### config.mk
export PLATFORM = sky130hd
export DESIGN_NAME = wembley_88_rx_flat
export DESIGN_NICKNAME = d
export VERILOG_FILES = /design/src/rtl/wembley_pkg.sv /design/src/rtl/wembley_88_rx_if.sv /design/src/rtl/wembley_rx_shift.sv /design/src/rtl/wembley_88_rx.sv /design/src/flat_wrapper.sv
export SDC_FILE = /design/constraint.sdc
export NUM_CORES = 1
export LEC_CHECK = 0
export ABC_AREA = 1
export ABC_CLOCK_PERIOD_IN_PS = 3600
export CORE_AREA = 2 2 53 55
export CTS_CLUSTER_SIZE = 8
export DETAILED_ROUTE_END_ITERATION = 10
export DIE_AREA = 0 0 55 57
export PLACE_DENSITY = 0.73
export SKIP_CTS_REPAIR_TIMING = 1
export SLEW_MARGIN = 25
export SYNTH_ARGS = -nofsm -noshare
export SYNTH_HDL_FRONTEND = slang
export SYNTH_SLANG_ARGS = --single-unit
### constraint.sdc
create_clock -name clk -period 3.6 [get_ports clk]
set_input_delay 0.36 -clock clk [delete_from_list [all_inputs] [get_ports clk]]
set_output_delay 0.36 -clock clk [all_outputs]
set_load 0.03 [all_outputs]
### src/rtl/wembley_pkg.sv
// Shared framing constants and FSM state encoding for the wembley_88 link.
// Both the transmit serializer and the receiver import this package.
package wembley_pkg;

  localparam int NIB_W           = 4;
  localparam int NUM_NIB         = 3;
  localparam int FRAME_DATA_BITS = NIB_W * NUM_NIB;

  localparam logic START_BIT = 1'b1;
  localparam logic IDLE_BIT  = 1'b0;
  localparam logic STOP_BIT  = 1'b0;

  typedef enum logic [1:0] {
    IDLE = 2'd0,
    DATA = 2'd1,
    PAR  = 2'd2,
    STOP = 2'd3
  } state_e;

  function automatic int cnt_width(input int n);
    return (n <= 1) ? 1 : $clog2(n);
  endfunction

endpackage

### src/rtl/wembley_88_rx_if.sv
// Serial line plus recovered-frame outputs of the wembley_88 receiver.
// The slave modport is the receiver side; master is the line driver / consumer.
interface wembley_88_rx_if #(
  parameter int NIB_W = wembley_pkg::NIB_W
);
  logic             Yin;
  logic [NIB_W-1:0] A_o;
  logic [NIB_W-1:0] B_o;
  logic [NIB_W-1:0] C_o;
  logic             valid_o;
  logic             frame_err_o;
  logic             parity_err_o;
  logic             busy_o;

  modport slave (
    input  Yin,
    output A_o, B_o, C_o, valid_o, frame_err_o, parity_err_o, busy_o
  );

  modport master (
    output Yin,
    input  A_o, B_o, C_o, valid_o, frame_err_o, parity_err_o, busy_o
  );
endinterface

### src/rtl/wembley_rx_shift.sv
// Data shift register with bit counter and running XOR parity.
// Parity accumulator port exists only when WEMBLEY_RX_PARITY_EN is defined.
module wembley_rx_shift #(
  parameter int WIDTH = 12,
  parameter int CNT_W = 4
) (
  input  logic             clk,
  input  logic             reset,
  input  logic             clear_i,
  input  logic             shift_en_i,
  input  logic             bit_i,
  output logic [WIDTH-1:0] data_o,
  output logic [CNT_W-1:0] cnt_o
`ifdef WEMBLEY_RX_PARITY_EN
  ,
  output logic             par_o
`endif
);

  logic [WIDTH-1:0] shift_q, shift_d;
  logic [CNT_W-1:0] cnt_q, cnt_d;
  logic             par_q, par_d;

  // The shift register needs no clear: every frame overwrites all WIDTH bits.
  always_comb begin
    shift_d = shift_q;
    cnt_d   = cnt_q;
    par_d   = par_q;
    if (clear_i) begin
      cnt_d = '0;
      par_d = 1'b0;
    end else if (shift_en_i) begin
      shift_d = {shift_q[WIDTH-2:0], bit_i};
      cnt_d   = cnt_q + CNT_W'(1);
      par_d   = par_q ^ bit_i;
    end
  end

  always_ff @(posedge clk) begin
    if (reset) begin
      shift_q <= '0;
      cnt_q   <= '0;
      par_q   <= 1'b0;
    end else begin
      shift_q <= shift_d;
      cnt_q   <= cnt_d;
      par_q   <= par_d;
    end
  end

  assign data_o = shift_q;
  assign cnt_o  = cnt_q;
`ifdef WEMBLEY_RX_PARITY_EN
  assign par_o  = par_q;
`else
  logic unused_par;
  assign unused_par = par_q;
`endif

endmodule

### src/rtl/wembley_88_rx.sv
// wembley_88 serial receiver/deframer: start, 12 data bits, [parity], stop.
// Optional even parity enabled by defining WEMBLEY_RX_PARITY_EN.
module wembley_88_rx
  import wembley_pkg::*;
#(
  parameter int NIB_W   = wembley_pkg::NIB_W,
  parameter int NUM_NIB = wembley_pkg::NUM_NIB
) (
  input  logic            clk,
  input  logic            reset,
  wembley_88_rx_if.slave  bus
);

  localparam int DBITS = NIB_W * NUM_NIB;
  localparam int CNT_W = cnt_width(DBITS);

  state_e           state_q, state_d;
  logic             clear, shift_en, last_bit;
  logic [DBITS-1:0] data;
  logic [CNT_W-1:0] cnt;
  logic [NIB_W-1:0] a_q, b_q, c_q;
  logic             valid_q, valid_d;
  logic             ferr_q, ferr_d;
  logic             perr_q, perr_d;
  logic             pflag_q, pflag_d;

`ifdef WEMBLEY_RX_PARITY_EN
  logic par_acc;
  wembley_rx_shift #(.WIDTH(DBITS), .CNT_W(CNT_W)) u_shift (
    .clk        (clk),
    .reset      (reset),
    .clear_i    (clear),
    .shift_en_i (shift_en),
    .bit_i      (bus.Yin),
    .data_o     (data),
    .cnt_o      (cnt),
    .par_o      (par_acc)
  );
`else
  wembley_rx_shift #(.WIDTH(DBITS), .CNT_W(CNT_W)) u_shift (
    .clk        (clk),
    .reset      (reset),
    .clear_i    (clear),
    .shift_en_i (shift_en),
    .bit_i      (bus.Yin),
    .data_o     (data),
    .cnt_o      (cnt)
  );
`endif

  assign last_bit = (cnt == CNT_W'(DBITS - 1));

  always_comb begin
    state_d  = state_q;
    clear    = 1'b0;
    shift_en = 1'b0;
    valid_d  = 1'b0;
    ferr_d   = 1'b0;
    perr_d   = 1'b0;
    pflag_d  = pflag_q;
    unique case (state_q)
      IDLE: begin
        if (bus.Yin == START_BIT) begin
          state_d = DATA;
          clear   = 1'b1;
        end
      end
      DATA: begin
        shift_en = 1'b1;
        if (last_bit) begin
`ifdef WEMBLEY_RX_PARITY_EN
          state_d = PAR;
`else
          state_d = STOP;
`endif
        end
      end
      PAR: begin
`ifdef WEMBLEY_RX_PARITY_EN
        pflag_d = bus.Yin ^ par_acc;
`endif
        state_d = STOP;
      end
      STOP: begin
        // A stop of 1 returns to IDLE; a new start must be sampled there afresh.
        ferr_d = (bus.Yin != STOP_BIT);
`ifdef WEMBLEY_RX_PARITY_EN
        perr_d = pflag_q;
`endif
        valid_d = !ferr_d && !perr_d;
        state_d = IDLE;
      end
      default: state_d = IDLE;
    endcase
  end

  always_ff @(posedge clk) begin
    if (reset) begin
      state_q <= IDLE;
      valid_q <= 1'b0;
      ferr_q  <= 1'b0;
      perr_q  <= 1'b0;
      pflag_q <= 1'b0;
      a_q     <= '0;
      b_q     <= '0;
      c_q     <= '0;
    end else begin
      state_q <= state_d;
      valid_q <= valid_d;
      ferr_q  <= ferr_d;
      perr_q  <= perr_d;
      pflag_q <= pflag_d;
      if (valid_d) begin
        a_q <= data[DBITS-1 -: NIB_W];
        b_q <= data[DBITS-1-NIB_W -: NIB_W];
        c_q <= data[DBITS-1-2*NIB_W -: NIB_W];
      end
    end
  end

  assign bus.A_o         = a_q;
  assign bus.B_o         = b_q;
  assign bus.C_o         = c_q;
  assign bus.valid_o     = valid_q;
  assign bus.frame_err_o = ferr_q;
  assign bus.busy_o      = (state_q != IDLE);
`ifdef WEMBLEY_RX_PARITY_EN
  assign bus.parity_err_o = perr_q;
`else
  logic unused_perr;
  assign unused_perr      = perr_q ^ pflag_q;
  assign bus.parity_err_o = 1'b0;
`endif

endmodule

### src/flat_wrapper.sv
// flat-port wrapper written by rule: the top's interface ports become plain ports
module wembley_88_rx_flat import wembley_pkg::*;
#(
  parameter int NIB_W   = wembley_pkg::NIB_W,
  parameter int NUM_NIB = wembley_pkg::NUM_NIB
)
  (clk, reset, bus_Yin, bus_A_o, bus_B_o, bus_C_o, bus_valid_o, bus_frame_err_o, bus_parity_err_o, bus_busy_o);
  wembley_88_rx_if #(.NIB_W(NIB_W)) bus_i ();
  input  logic clk;
  input  logic reset;
  input wire logic [$bits(bus_i.Yin)-1:0] bus_Yin;
  output wire logic [$bits(bus_i.A_o)-1:0] bus_A_o;
  output wire logic [$bits(bus_i.B_o)-1:0] bus_B_o;
  output wire logic [$bits(bus_i.C_o)-1:0] bus_C_o;
  output wire logic [$bits(bus_i.valid_o)-1:0] bus_valid_o;
  output wire logic [$bits(bus_i.frame_err_o)-1:0] bus_frame_err_o;
  output wire logic [$bits(bus_i.parity_err_o)-1:0] bus_parity_err_o;
  output wire logic [$bits(bus_i.busy_o)-1:0] bus_busy_o;
  assign bus_i.Yin = bus_Yin;
  assign bus_A_o = bus_i.A_o;
  assign bus_B_o = bus_i.B_o;
  assign bus_C_o = bus_i.C_o;
  assign bus_valid_o = bus_i.valid_o;
  assign bus_frame_err_o = bus_i.frame_err_o;
  assign bus_parity_err_o = bus_i.parity_err_o;
  assign bus_busy_o = bus_i.busy_o;
  wembley_88_rx #(.NIB_W(NIB_W), .NUM_NIB(NUM_NIB)) u_core (.clk(clk), .reset(reset), .bus(bus_i));
endmodule
Word-level counts from Yosys, hierarchy flattened. Cells that the tools add are included.

Reduce and logical (&&, ||, !) cells: 7. Multiply operators: 0. Bitwise gates (word level): 2. $add $sub $neg: 1. Eq/ne operators: 6. Divide/modulo/power cells: 0. Multiplexer cells: 7. $lt $le $gt $ge: 0. Shift operators: 0.

Operators with widths (number): 2-bit one-hot mux with 4 select lines (1); 4-bit by 1-bit adder with 4-bit output, second input constant (1); 2-bit equality test, second input constant (2); 4-bit equality test, second input constant (1); 1-bit two-way mux (4); 2-bit two-way mux (2); 2-bit AND reduction (2); 2-bit OR reduction (2); 2-bit by 1-bit equality test with 1-bit output, second input constant (1); 2-bit zero test (1); 2-bit by 1-bit inequality test with 1-bit output, second input constant (1); 2-bit inequality test, second input constant (1); 1-bit NOT (2); 2-bit nonzero test (1); 1-bit zero test (1).

Latch bits: 0. Word-level logic and storage cells: 31. Input bits: 3. Output and inout bits: 16. Memory bits (read-only): 0. Bits in writable memories: 0. Register bits after elaboration: 32. Memories: 0.

Longest topological paths before layout.
Word-level depth: 4. Mapped depth: 7. Gate-level depth less buffers: 6.

Hierarchy. Synthesis repeated with hierarchy kept, for this count alone.

Cell total of the unflattened synthesis: 166. Area, all modules: 1261.2 um2.

By module, submodules not included: wembley_88_rx (sequential area each 320.3 um2, instances 1, cells each 88, area each 661.9 um2); wembley_rx_shift (sequential area each 320.3 um2, instances 1, cells each 78, area each 599.3 um2).

Worst setup path after synthesis. OpenSTA, ideal clock, no wires.

Path type: flip-flop to output port. From: reg u_core.state_q[0]. To: out bus_busy_o. Required time: 3.240 ns. Data arrival time: 0.833 ns. Cell stages (with the launch flop): 4. Path buffers: 0. Path slack: 2.407 ns. Path through: dfxtp_1 > inv_1 > ha_1 > inv_1.

Word-level cells in the longest chain between the ends: 1.

Ends and longest elaborated chain: from (decl) (line wembley_88_rx.sv:17) `state_e state_q, state_d;`; from (signal assigned) (line wembley_88_rx.sv:108) `state_q <= state_d;`; 2-bit nonzero test (line wembley_88_rx.sv:126) `assign bus.busy_o = (state_q != IDLE);`; to (decl) (line flat_wrapper.sv:18) `output wire logic [$bits(bus_i.busy_o)-1:0] bus_busy_o;`.

No other way between the ends.

Worst setup path in the final report. Same ends and word-level chain as after synthesis.

==> results by group <==
Worst setup path
  – Delay contributed by the slowest stage of the critical path: 0.66 ns
  – Startpoint of the most critical register-to-register path: u_core.state_q[0]
  – Arr. time, crit path: 1.77 ns
  – Worst Setup Path Type: reg -> out
  – Standard cell with the maximum stage delay on the critical path: sky130_fd_sc_hd__clkdlybuf4s50_1
  – Worst flop-to-flop path endpoint: u_core.bus.A_o[1]
  – Flop-to-flop setup slack: 2.19 ns
  – Endpoint required time on the critical path: 3.24 ns
  – Cells along the critical path: inv_1 > ha_1 > inv_1 > clkdlybuf4s50_1
  – Max FO, Critical Path: 5
  – CP endpoint kind: output port
  – Critical path launch point type: flop
  – Number of cell instances on the worst register-to-register path: 6
  – Launching instance or port of the critical path: u_core.state_q[0]
  – Dominant cell type by count on the critical path: sky130_fd_sc_hd__inv_1

Detailed routing
  – First DRT Iteration DRCs: 6
  – Sum of routed wire length over all layers: 2249 µm
  – First-pass iteration count of the detailed router: 4
  – Wire length per cell after detailed routing: 11.08 µm
  – Total number of vias: 987
  – Final ANT Viol Nets: 0
  – DR DRC count: 0
  – Per-cell via count in the routed design: 4.862

Yosys
  – Net count after synthesis: 162
  – Share of synthesized flip-flops with an asynchronous set or reset: 0%
  – Yosys top cell area share: 51.72%
  – Number of flip-flops and latches in the synthesized netlist: 32
  – Number of standard cells after synthesis: 154
  – Cell taking the most area after synthesis: sky130_fd_sc_hd__dfxtp_1
  – Most frequent cells after synthesis: sky130_fd_sc_hd__nor2_1, sky130_fd_sc_hd__dfxtp_1, sky130_fd_sc_hd__o21ai_0, sky130_fd_sc_hd__inv_1
  – Unique masters post-synth: 22
  – Seq/Total Area, Yosys: 51.72%
  – Netlist area before placement: 1239 µm²
  – Leading cell types by total area after synthesis: sky130_fd_sc_hd__dfxtp_1, sky130_fd_sc_hd__nor2_1, sky130_fd_sc_hd__o21ai_0
  – Post-synth EDFFs: 0
  – Most numerous cell in the Yosys netlist: sky130_fd_sc_hd__nor2_1
  – Syn Area/Cell: 8.043 µm²
  – Main flop type after synthesis: sky130_fd_sc_hd__dfxtp_1
  – Count of warnings emitted by yosys: 0

Floorplanning
  – Standard cell core area: 2615 µm²
  – Die Footprint: 3135 µm²
  – Height of the die: 57 µm
  – Row cnt: 19
  – Initial core utilization: 47.37%
  – Top-Level Pins: 19
  – Die width: 55 µm

Final layout
  – Fraction of the core area covered by cells at the end of the flow: 55.69%
  – Number of nets in the finished design: 179
  – Area overhead of the layout relative to synthesis: 17.58%
  – Antenna cell count: 0
  – Layout cell share with drive strength beyond 1: 6.395%

Global route
  – Overall overflow remaining after global route: 0
  – Largest net degree at the start of global routing: 27
  – Number of global-route vias before repair: 979
  – First-pass GRT wire length: 3905 µm
  – Initial antenna violation count: 0
  – All-Layer GR Usage: 17.51%

Timing
  – Post-Route Hold Slack: 0.5008 ns
  – Period utilization: 59.30%
  – Worst clock skew on the final layout: 0.007847 ns
  – RSZ-0062 raised after global routing: false
  – Number of endpoints with negative hold slack in the final report: 0
  – Fmax: 468.4 MHz
  – Slew Limit Fails: 0
  – Minimum clock period: 2.135 ns
  – Final setup violation count: 0
  – Setup TNS after final layout: 0 ns
  – Final WS setup: 1.465 ns

Place
  – Port Buffer Count: 17
  – Detailed-placement wirelength estimate: 1490 µm
  – Final Wtd Congestion: 0.7172
  – Post-placement setup slack: 1.828 ns

Pwr
  – Sequential group share of total power: 46.9%
  – Clk pwr share: 20.4%
  – Internal power consumption: 0.0006646 W
  – Post-route total power: 0.001058 W
  – Peak supply drop: 0.0005474 V
  – Switching Fraction: 37.20%
  – Static power due to leakage: 0.6459 nW
  – Switching pwr: 0.0003937 W
  – Total power density per cell area: 726.6 nW/µm²
  – Portion of total power attributed to combinational logic: 32.7%

CTS
  – Worst-Skew Late Latency: 0.33 ns
  – Buffer levels on the longest clock path: 2
  – Root Buffer: sky130_fd_sc_hd__clkbuf_4
  – Number of buffers created by CTS: 5
  – Clock tree from TritonCTS: yes
  – Total number of H-tree levels: 2
  – CTS Sinks: 32
  – Post-CTS clock slew at the launch and capture registers of the worst setup and hold paths: 0.09 ns

Status
  – Status: complete, no violations

Min path
  – Type of the most critical hold path: reg -> reg
  – Startpoint of the worst hold path: u_core.u_shift.data_o[11]
  – Terminating pin of the worst hold path: u_core.bus.A_o[3]
  – Cell count of the worst hold path: 2

Flow run
  – Max-Cap Viols: 0
-- per-stage QoR --
step           instances  cell area, µm²
4_1_cts              203            1456
3_3_place_gp         195            1398
3_5_place_dp         195            1398
2_1_floorplan        154            1239
5_1_grt              203            1456
6_report             203            1456
-- sequential cells by signal (all words and copies together), names as in the netlist --
register                cells
u_core.bus.valid_o          1
u_core.u_shift.cnt_o        4
u_core.u_shift.data_o      12
u_core.bus.C_o              4
u_core.bus.B_o              4
u_core.bus.A_o              4
u_core.state_q              2
u_core.bus.frame_err_o      1
-- worst max-delay path by stage --
| stage | to | slack [ns] | cells after the start |
|---|---|---|---|
| after CTS | bus_busy_o | 1.45 | 4 |
| after detailed placement | bus_busy_o | 1.83 | 4 |
| after floorplan | bus_busy_o | 2.41 | 3 |
| final | bus_busy_o | 1.47 | 4 |
| after global placement | bus_busy_o | 1.88 | 4 |
| after global routing | bus_busy_o | 1.35 | 4 |
-- power by group through the flow --
stage                     combinational (W)  sequential [W]  clock, W
after floorplan                    0.000226        0.000529         0
after global placement             0.000332        0.000499         0
after detailed placement           0.000345        0.000503         0
after CTS                          0.000350        0.000496  0.000220
after global routing               0.000399        0.000507  0.000235
final                              0.000346        0.000496  0.000216
-- cell families (layout without fill, tap and decap cells) --
| kind of cell | count (synthesis) | count (layout) | synth area share [%] |
|---|---|---|---|
| AND/OR/NAND/NOR | 64 | 64 | 21.21 |
| adder cells (fa/ha/maj) | 5 | 5 | 5.051 |
| XOR/XNOR | 1 | 1 | 0.7072 |
| AO/OA/AOI/OAI | 31 | 31 | 12.52 |
| flip-flops | 32 | 32 | 51.72 |
| multiplexers | 1 | 1 | 0.8081 |
| other | 1 | 1 | 0.3027 |
| buffers and inverters | 19 | 37 | 7.677 |
-- layout by cell type (no fill, tap or decap), types with 2 or more instances in the layout --
| master | instances |
|---|---|
| sky130_fd_sc_hd__a21oi_1 | 5 |
| sky130_fd_sc_hd__clkdlybuf4s50_1 | 17 |
| sky130_fd_sc_hd__dfxtp_1 | 32 |
| sky130_fd_sc_hd__clkbuf_4 | 5 |
| sky130_fd_sc_hd__nor2_2 | 2 |
| sky130_fd_sc_hd__o21ai_0 | 25 |
| sky130_fd_sc_hd__nand3_1 | 3 |
| sky130_fd_sc_hd__inv_2 | 2 |
| sky130_fd_sc_hd__inv_1 | 10 |
| sky130_fd_sc_hd__nor2_1 | 50 |
| sky130_fd_sc_hd__clkbuf_1 | 2 |
| sky130_fd_sc_hd__ha_1 | 5 |
| sky130_fd_sc_hd__nand2_1 | 5 |
-- cell type report --
| cell class | instances | area [µm²] |
|---|---|---|
| Clock buffer | 8 | 58.81 |
| Fill cell | 256 | 1159 |
| Inverter | 12 | 45.04 |
| Multi-Input combinational cell | 103 | 503.0 |
| Sequential cell | 32 | 640.6 |
| Tap cell | 31 | 38.79 |
| Timing Repair Buffer | 17 | 170.2 |
-- worst max-delay path: cells and delay by family, from the launching register on --
family | cells | cell delay, ns
buffers and inverters | 3 | 0.79
adder cells (fa/ha/maj) | 1 | 0.23
flip-flops | 1 | 0.42
-- per-layer routing --
metal  wire length (µm)  share of wire (%)  GRT usage, %
met1               1000                 44         18.12
met2               1105                 49         29.76
met3                103                4.6         8.115
met4                 41                1.8         6.969
met5                  0                  0             0
Note: power is estimated with default switching activity, not from simulation.
